File: src/rtl/sat_pla_pkg.sv
// Shared constants and helpers for the PLA-style 3SAT search engine.
package sat_pla_pkg;

  localparam logic [31:0] LFSR_TAPS = 32'h8020_0003;
  localparam logic [31:0] LFSR_SEED = 32'hACE1_0001;

  // One-hot of the first set bit of vars scanning s, s+1, ... and wrapping at n-1 -> 0.
  function automatic logic [31:0] first_set_from(input logic [31:0] vars,
                                                 input int unsigned s,
                                                 input int unsigned n);
    logic [31:0] hit;
    logic        found;
    int unsigned idx;
    hit   = '0;
    found = 1'b0;
    for (int unsigned i = 0; i < 32; i++) begin
      idx = s + i;
      if (idx >= n) idx = idx - n;
      if (!found && (i < n) && vars[idx[4:0]]) begin
        hit[idx[4:0]] = 1'b1;
        found         = 1'b1;
      end
    end
    return hit;
  endfunction

endpackage

File: src/rtl/sat_lfsr32.sv
// 32-bit Galois LFSR (x^32+x^22+x^2+x+1); the nonzero seed keeps it out of the all-zero lockup.
module sat_lfsr32
  import sat_pla_pkg::*;
(
  input  logic        clk,
  input  logic        reset,
  output logic [31:0] rand_word
);

  always_ff @(posedge clk or posedge reset) begin
    if (reset) rand_word <= LFSR_SEED;
    else       rand_word <= {1'b0, rand_word[31:1]} ^ (rand_word[0] ? LFSR_TAPS : 32'h0);
  end

endmodule

File: src/rtl/sat_pla_solver.sv
// WalkSAT-style search: evaluates a CNF formula on the current assignment and flips one
// variable of the first failing clause per cycle, restarting randomly every FLIPS cycles.
module sat_pla_solver
  import sat_pla_pkg::*;
#(
  parameter int N     = 3,
  parameter int M     = 4,
  parameter int FLIPS = 8
) (
  input  logic           clk,
  input  logic           reset,
  input  logic [M*N-1:0] pos_mask,
  input  logic [M*N-1:0] neg_mask,
  output logic [N-1:0]   values,
  output logic [N-1:0]   flip_mask,
  output logic           out
);

  localparam int CW = $clog2(FLIPS);

  logic [31:0]   lfsr_word;
  logic [CW-1:0] count;
  logic [M-1:0]  clause;
  logic [N-1:0]  target_vars;
  logic          target_found;
  logic [15:0]   start;
  logic [31:0]   pick;
  logic          unused_bits;

  sat_lfsr32 u_lfsr (
    .clk       (clk),
    .reset     (reset),
    .rand_word (lfsr_word)
  );

  // An empty clause has no literal to satisfy it, so it naturally evaluates to 0.
  always_comb begin
    clause = '0;
    for (int m = 0; m < M; m++) begin
      clause[m] = (|(pos_mask[m*N +: N] & values)) | (|(neg_mask[m*N +: N] & ~values));
    end
  end

  assign out = &clause;

  always_comb begin
    target_vars  = '0;
    target_found = 1'b0;
    for (int m = 0; m < M; m++) begin
      if (!target_found && !clause[m]) begin
        target_vars  = pos_mask[m*N +: N] | neg_mask[m*N +: N];
        target_found = 1'b1;
      end
    end
  end

  assign start     = 16'(lfsr_word[15:0] % 16'(N));
  assign pick      = first_set_from(32'(target_vars), 32'(start), 32'(N));
  assign flip_mask = out ? '0 : pick[N-1:0];

  assign unused_bits = ^{lfsr_word[31:16], pick};

  // A satisfied assignment is held; the counter only wraps through the restart branch.
  always_ff @(posedge clk or posedge reset) begin
    if (reset) begin
      values <= '0;
      count  <= '0;
    end else if (!out) begin
      if (count == CW'(FLIPS - 1)) begin
        values <= lfsr_word[N-1:0];
        count  <= '0;
      end else begin
        values <= values ^ flip_mask;
        count  <= count + CW'(1);
      end
    end
  end

endmodule

File: config.mk
export PLATFORM = sky130hd
export DESIGN_NAME = sat_pla_solver
export DESIGN_NICKNAME = d
export VERILOG_FILES = /design/src/rtl/sat_pla_pkg.sv /design/src/rtl/sat_lfsr32.sv /design/src/rtl/sat_pla_solver.sv
export SDC_FILE = /design/constraint.sdc
export NUM_CORES = 1
export LEC_CHECK = 0
export ABC_CLOCK_PERIOD_IN_PS = 11500
export CORE_MARGIN = 2
export CORE_UTILIZATION = 59
export CTS_CLUSTER_SIZE = 12
export DETAILED_ROUTE_END_ITERATION = 8
export PLACE_DENSITY = 0.81
export SLEW_MARGIN = 25
export SYNTH_ARGS = -nofsm -noshare
export SYNTH_HDL_FRONTEND = slang
export SYNTH_SLANG_ARGS = --single-unit
File: constraint.sdc
create_clock -name clk -period 11.5 [get_ports clk]
set_input_delay 3.45 -clock clk [delete_from_list [all_inputs] [get_ports clk]]
set_output_delay 3.45 -clock clk [all_outputs]
set_load 0.03 [all_outputs]
# Yosys cells after proc, flatten, opt, wreduce, memory -nomap -nowiden

Cells that the tools add are included.
W data, S select, Z words.

Register bits: 38
Latch bits: 0
RAM bits: 0
Bits in read-only memories: 0
Logic and storage cells: 96
Memories: 0

Add/sub/neg operators: 6
Multiply operators: 0
Div/mod/pow operators: 1
Magnitude comparators: 9
Equal/unequal tests: 1
Shift operators: 0
Multiplexer cells: 31
Bitwise operators: 21
Reduce and logical (&&, ||, !) cells: 24

Operators with widths:

| operator                | number |
|---|---|
| $ge A17 B2 Y1 const B   | 2 |
| $mux W32                | 1 |
| $xor A31 B32 Y32        | 1 |
| $mux W3                 | 10 |
| $and A3 B3 Y3           | 8 |
| $reduce_or A3 Y1        | 8 |
| $lt A5 B6 Y1 const B    | 3 |
| $or A3 B3 Y3            | 6 |
| $add A16 B1 Y17 const B | 1 |
| $add A16 B2 Y17 const B | 1 |
| $ge A16 B2 Y1 const B   | 1 |
| $mod A16 B2 Y16 const B | 1 |
| $bmux W1 S5             | 3 |
| $demux W1 S5            | 3 |
| $ge A5 B1 Y1 const B    | 3 |
| $mux W5                 | 3 |
| $sub A5 B2 Y5 const B   | 3 |
| $mux W1                 | 11 |
| $logic_and A1 B1 Y1     | 8 |
| $logic_not A1 Y1        | 7 |
| $or A1 B1 Y1            | 4 |
| $reduce_and A4 Y1       | 1 |
| $add A3 B1 Y3 const B   | 1 |
| $eq A3 B3 Y1 const B    | 1 |
| 2 further kinds         | 2 |

# Depth between registers and ports, before layout

Depth in word-level cells: 25
Mapped depth: 34
Mapped depth without buffers: 29

# By module

From an unflattened synthesis, not the netlist that was laid out.

Cell total of the unflattened synthesis: 506
Area, all modules: 4144.0 um^2

Modules (own cells, without submodules):

| module         | times used | cells an instance | area an instance (um^2) | sequential area each (um^2) |
|---|---|---|---|---|
| sat_pla_solver | 1          | 470               | 3301.9                  | 150.1 |
| sat_lfsr32     | 1          | 36                | 842.1                   | 812.0 |

# Least setup slack after synthesis

Ideal clock, no wire load.

Path kind: reg-to-output
Start: register u_lfsr.rand_word[14]
End: output port flip_mask[0]
Arrival: 7428 ps
Required time: 8050 ps
Path slack: 622 ps
Stages on the path, launching flop included: 32
Cells stage by stage: dfrtp_1 > buf_4 > and4bb_4 > a21o_1 > o2bb2ai_1 > nand2_1 > o311a_1 > a21oi_2 > o21ai_2 > o21a_1 > a211o_1 > nand2_2 > ha_1 > clkbuf_1 > nor3_1 > a211oi_1 > ha_1 > buf_1 > nor2_1 > and4_1 > nor4_1 > or2_1 > buf_2 > inv_2 > ha_1 > buf_1 > or3_1 > o31a_1 > o311ai_2 > o211ai_2 > o211a_1 > or2_2

Longest elaborated chain between the ends: 13
Elaborated cells on any way between the ends: 45
Classes of those cells: add/sub (5); div (1); order compare (9); mux (21); bitwise (2); reduce/logical (7)

Ends and longest elaborated chain:

| item                                                                    | RTL line             | source |
|---|---|---|
| start: declaration                                                      | sat_lfsr32.sv:7      | `output logic [31:0] rand_word` |
| start signal: assignment                                                | sat_lfsr32.sv:12     | `else rand_word <= {1'b0, rand_word[31:1]} ^ (rand_word[0] ? LFSR_TAPS : 32'h0);` |
| $mod A16 B2 Y16 *                                                       | sat_pla_solver.sv:57 | `assign start = 16'(lfsr_word[15:0] % 16'(N));` |
| $add A16 B1 Y17, or another cell as far along                           | sat_pla_pkg.sv:17    | `idx = s + i;` |
| $ge A17 B2 Y1, or another cell as far along                             | sat_pla_pkg.sv:18    | `if (idx >= n) idx = idx - n;` |
| $mux W5, or another cell as far along                                   | sat_pla_pkg.sv:18    |  |
| $lt A5 B6 Y1 (implied by the code), or another cell as far along        | sat_pla_pkg.sv:20    | `hit[idx[4:0]] = 1'b1;` |
| $logic_and A1 B1 Y1 (implied by the code), or another cell as far along | sat_pla_pkg.sv:20    |  |
| $mux W1 (implied by the code), or another cell as far along             | sat_pla_pkg.sv:20    |  |
| $demux W1 S5, or another cell as far along                              | sat_pla_pkg.sv:20    |  |
| $or A3 B3 Y3 (no line) / $mux W1 (equally long branches)                | -                    |  |
| $mux W3 / $logic_not A1 Y1 (equally long branches)                      | sat_pla_pkg.sv:19    | `if (!found && (i < n) && vars[idx[4:0]]) begin` |
| $or A3 B3 Y3 (no line) / $logic_and A1 B1 Y1 (equally long branches)    | -                    |  |
| $mux W3 *                                                               | sat_pla_pkg.sv:19    |  |
| $mux W3 *                                                               | sat_pla_solver.sv:59 | `assign flip_mask = out ? '0 : pick[N-1:0];` |
| end: declaration                                                        | sat_pla_solver.sv:15 | `output logic [N-1:0] flip_mask,` |

Every way passes the cells marked *; elsewhere a longest branch is shown, timed or not. The select of a mux whose other input is x is not followed.

# Worst setup path after layout

Start: register u_lfsr.rand_word[10]
End: output port flip_mask[0]

The elaborated chain is that of the path after synthesis.

==> flow_summary.json <==
{
  "status": "finished clean",
  "dpl.hpwl_um": 7240,
  "critPathMaxFanout": 13,
  "synth_ff_type": "dfrtp_1",
  "drtPass1Iterations": 5,
  "switching_share": 0.384,
  "area_growth_pct": 14.3,
  "p_switching_uw": 167,
  "start_kind": "register",
  "via_per_inst": 6.89,
  "dieArea_sq_um": 7150,
  "ys_async_sr_fraction": 1.00,
  "nets": 514,
  "yosysTopAreaCell": "dfrtp_1",
  "grt_pass1_vias": 3439,
  "pwr-share-comb": 0.431,
  "rows": 29,
  "synth_most_common_cell": "nand2_1",
  "die_h_um": 84.5,
  "ioPinCount": 33,
  "die_w_um": 84.5,
  "min_period_ns": 11.14,
  "syn-num-nets": 484,
  "core-area_sq_um": 6310,
  "fillerInstances": 491,
  "ys_warn_count": 0,
  "power.density_cell_area_nw_per_um2": 99.5,
  "drc_errors": 0,
  "max_cap_viol_count": 0,
  "drt_iter0_markers": 403,
  "worstPathRequired_ns": 8.05,
  "critPathMaxStageDelay_ns": 0.60,
  "holdPathEnd": "u_lfsr.rand_word[17]",
  "dp_cells": 544,
  "grt_pass1_wl_um": 16100,
  "cts.sinks": 38,
  "synth_edf_count": 0,
  "intPower_uw": 268,
  "synth_commonest_cells": "34 x nand2_1, 31 x nor2_1, 29 x dfrtp_1",
  "sequentialPowerShare": 0.372,
  "totalWireLength_um": 9760,
  "synth_cell_types": 91,
  "critical_path_cell_count": 29,
  "path_buf_inv": 3,
  "tns_ns": 0,
  "rrSetupSlack_ns": 3.94,
  "r2r_end": "values[1]",
  "p_leak_nw": 1.71,
  "fin_cells": 555,
  "cts_tree": "done",
  "drive_above_1_share": 0.176,
  "holdWs_ns": 0.347,
  "vdd_ir_drop_max_uv": 95.4,
  "antenna_found_initial": 0,
  "skew_ns": 0.00682,
  "htree_levels": 2,
  "avgSynthCellArea_sq_um": 8.56,
  "io_buffers": 32,
  "yosysSeqAreaShare": 0.251,
  "critPathKind": "reg2out",
  "avgRoutedWirePerCell_um": 17.6,
  "vias": 3826,
  "place_congestion": 0.932,
  "worstMarginPinSlew_ns": 0.694,
  "hold_viol": 0,
  "yosys-top-cells-area": "dfrtp_1 19%, dfstp_2 6.2%, mux2i_1 4.7%, ha_1 3.6%, nand2_1 3.3%",
  "design_power_total_uw": 435,
  "start_util": 0.606,
  "synthDominantCellAreaShare": 0.190,
  "synth-seq-cells": 38,
  "fin_util": 0.693,
  "grt_max_degree": 39,
  "ctsHoldBuffers": 0,
  "relSlewSlack": 0.525,
  "r2r-start": "u_lfsr.rand_word[10]",
  "fmax_ghz": 0.0898,
  "hp-class": "reg2reg",
  "finalCritPeriodShare": 0.969,
  "crit_arrival_ns": 7.69,
  "synth_cells": 447,
  "clk_transition_reported_paths_ns": 0.07,
  "numCtsBuffers": 5,
  "clkPwrFrac": 0.196,
  "cts-root-buf": "clkbuf_8",
  "cp_top_family": "compound AO/OA/AOI/OAI gates",
  "grt.total_usage": 0.268,
  "ff2ff_path_depth": 29,
  "insertion_delay_ns": 0.29,
  "maxSlewViolCount": 0,
  "hold_path_depth": 0,
  "endpoint_kind": "output pin",
  "cp_slowest_cell": "or4b_1",
  "synth_area_sq_um": 3830,
  "diodes": 0,
  "ant_nets": 0,
  "clockBufferDepth": 2,
  "hold_start": "u_lfsr.rand_word[18]",
  "setup_viol": 0,
  "grt-ovfl-total": 0
}
[layer usage]
| layer | track usage | vias to the layer above | part of all wire |
|---|---|---|---|
| met5 | 0 | - | 0 |
| met4 | 0.0577 | 0 | 0.011 |
| met3 | 0.0374 | 18 | 0.074 |
| met2 | 0.437 | 199 | 0.47 |
| met1 | 0.382 | 1800 | 0.44 |
| li1 | - | 1809 | - |
[final cells by class]
class | instances | area, sq um | share of cell area
multi-input cells | 367 | 2740 | 0.627
well taps | 77 | 96.3 | 0.0220
repair buffers | 45 | 410 | 0.0938
clock inverters | 2 | 10.0 | 0.00229
flip-flops and latches | 38 | 966 | 0.221
inverters | 20 | 77.6 | 0.0177
clock buffers | 6 | 72.6 | 0.0166
[repair_timing]
| action | in CTS | in global routing |
|---|---|---|
| gates resized for setup | 0 | 14 |
| endpoints found under the setup margin | 0 | 3 |
| buffers inserted | 0 | 3 |
[cell families (layout without fill, tap and decap cells)]
logic type | count (synthesis) | count (layout) | synth area share
compound gates | 163 | 163 | 0.348
buf+inv | 42 | 73 | 0.0458
mux | 21 | 21 | 0.0588
fa+ha+maj | 11 | 11 | 0.0360
simple gates | 158 | 158 | 0.222
flops | 38 | 38 | 0.251
xor+xnor | 14 | 14 | 0.0376
[per-stage QoR]
stage               area (sq um)  worst slack [ns]
detailed placement          4210             0.459
global route                4380           -0.0514
CTS                         4300             0.114
floorplan                   3830             0.622
finish                      4380             0.362
global placement            4210             0.696
[layout by cell type, fill, tap and decap left out, drive strengths merged, types with 4 or more instances in the layout]
master / count
a31oi: 12
xor2: 7
inv: 19
or2: 6
o31ai: 11
o211ai: 14
a21oi: 18
o21a: 5
nand3: 17
a211o: 4
o211a: 4
nor2: 31
nand4: 5
clkbuf: 6
ha: 11
or3: 4
dfrtp: 29
xnor2: 6
clkdlybuf4s50: 29
buf: 16
nand2b: 5
o221ai: 4
nand2: 35
nor3: 23
a22oi: 4
a2111oi: 6
a211oi: 7
dfstp: 9
mux2i: 19
nand3b: 8
a21o: 7
nor4: 6
o21ai: 28
[power by group through the flow]
stage | logic, mW | registers (mW) | clock network [mW]
after global placement | 0.179 | 0.163 | 0
final | 0.188 | 0.162 | 0.0854
after CTS | 0.185 | 0.162 | 0.0865
after detailed placement | 0.185 | 0.164 | 0
after global routing | 0.206 | 0.164 | 0.0936
after floorplan | 0.128 | 0.160 | 0
[flip-flops by register name, indices dropped and copies added, names as in the netlist]
name	cells
values	3
count	3
u_lfsr.rand_word	32
[how the worst max path moves through the flow]
stage	start	to
floorplan	u_lfsr.rand_word[14]	flip_mask[0]
global placement	u_lfsr.rand_word[10]	flip_mask[0]
detailed placement	u_lfsr.rand_word[10]	flip_mask[0]
CTS	u_lfsr.rand_word[10]	flip_mask[0]
global route	u_lfsr.rand_word[10]	flip_mask[0]
finish	u_lfsr.rand_word[10]	flip_mask[0]
Power figures use the tool's default switching activity.
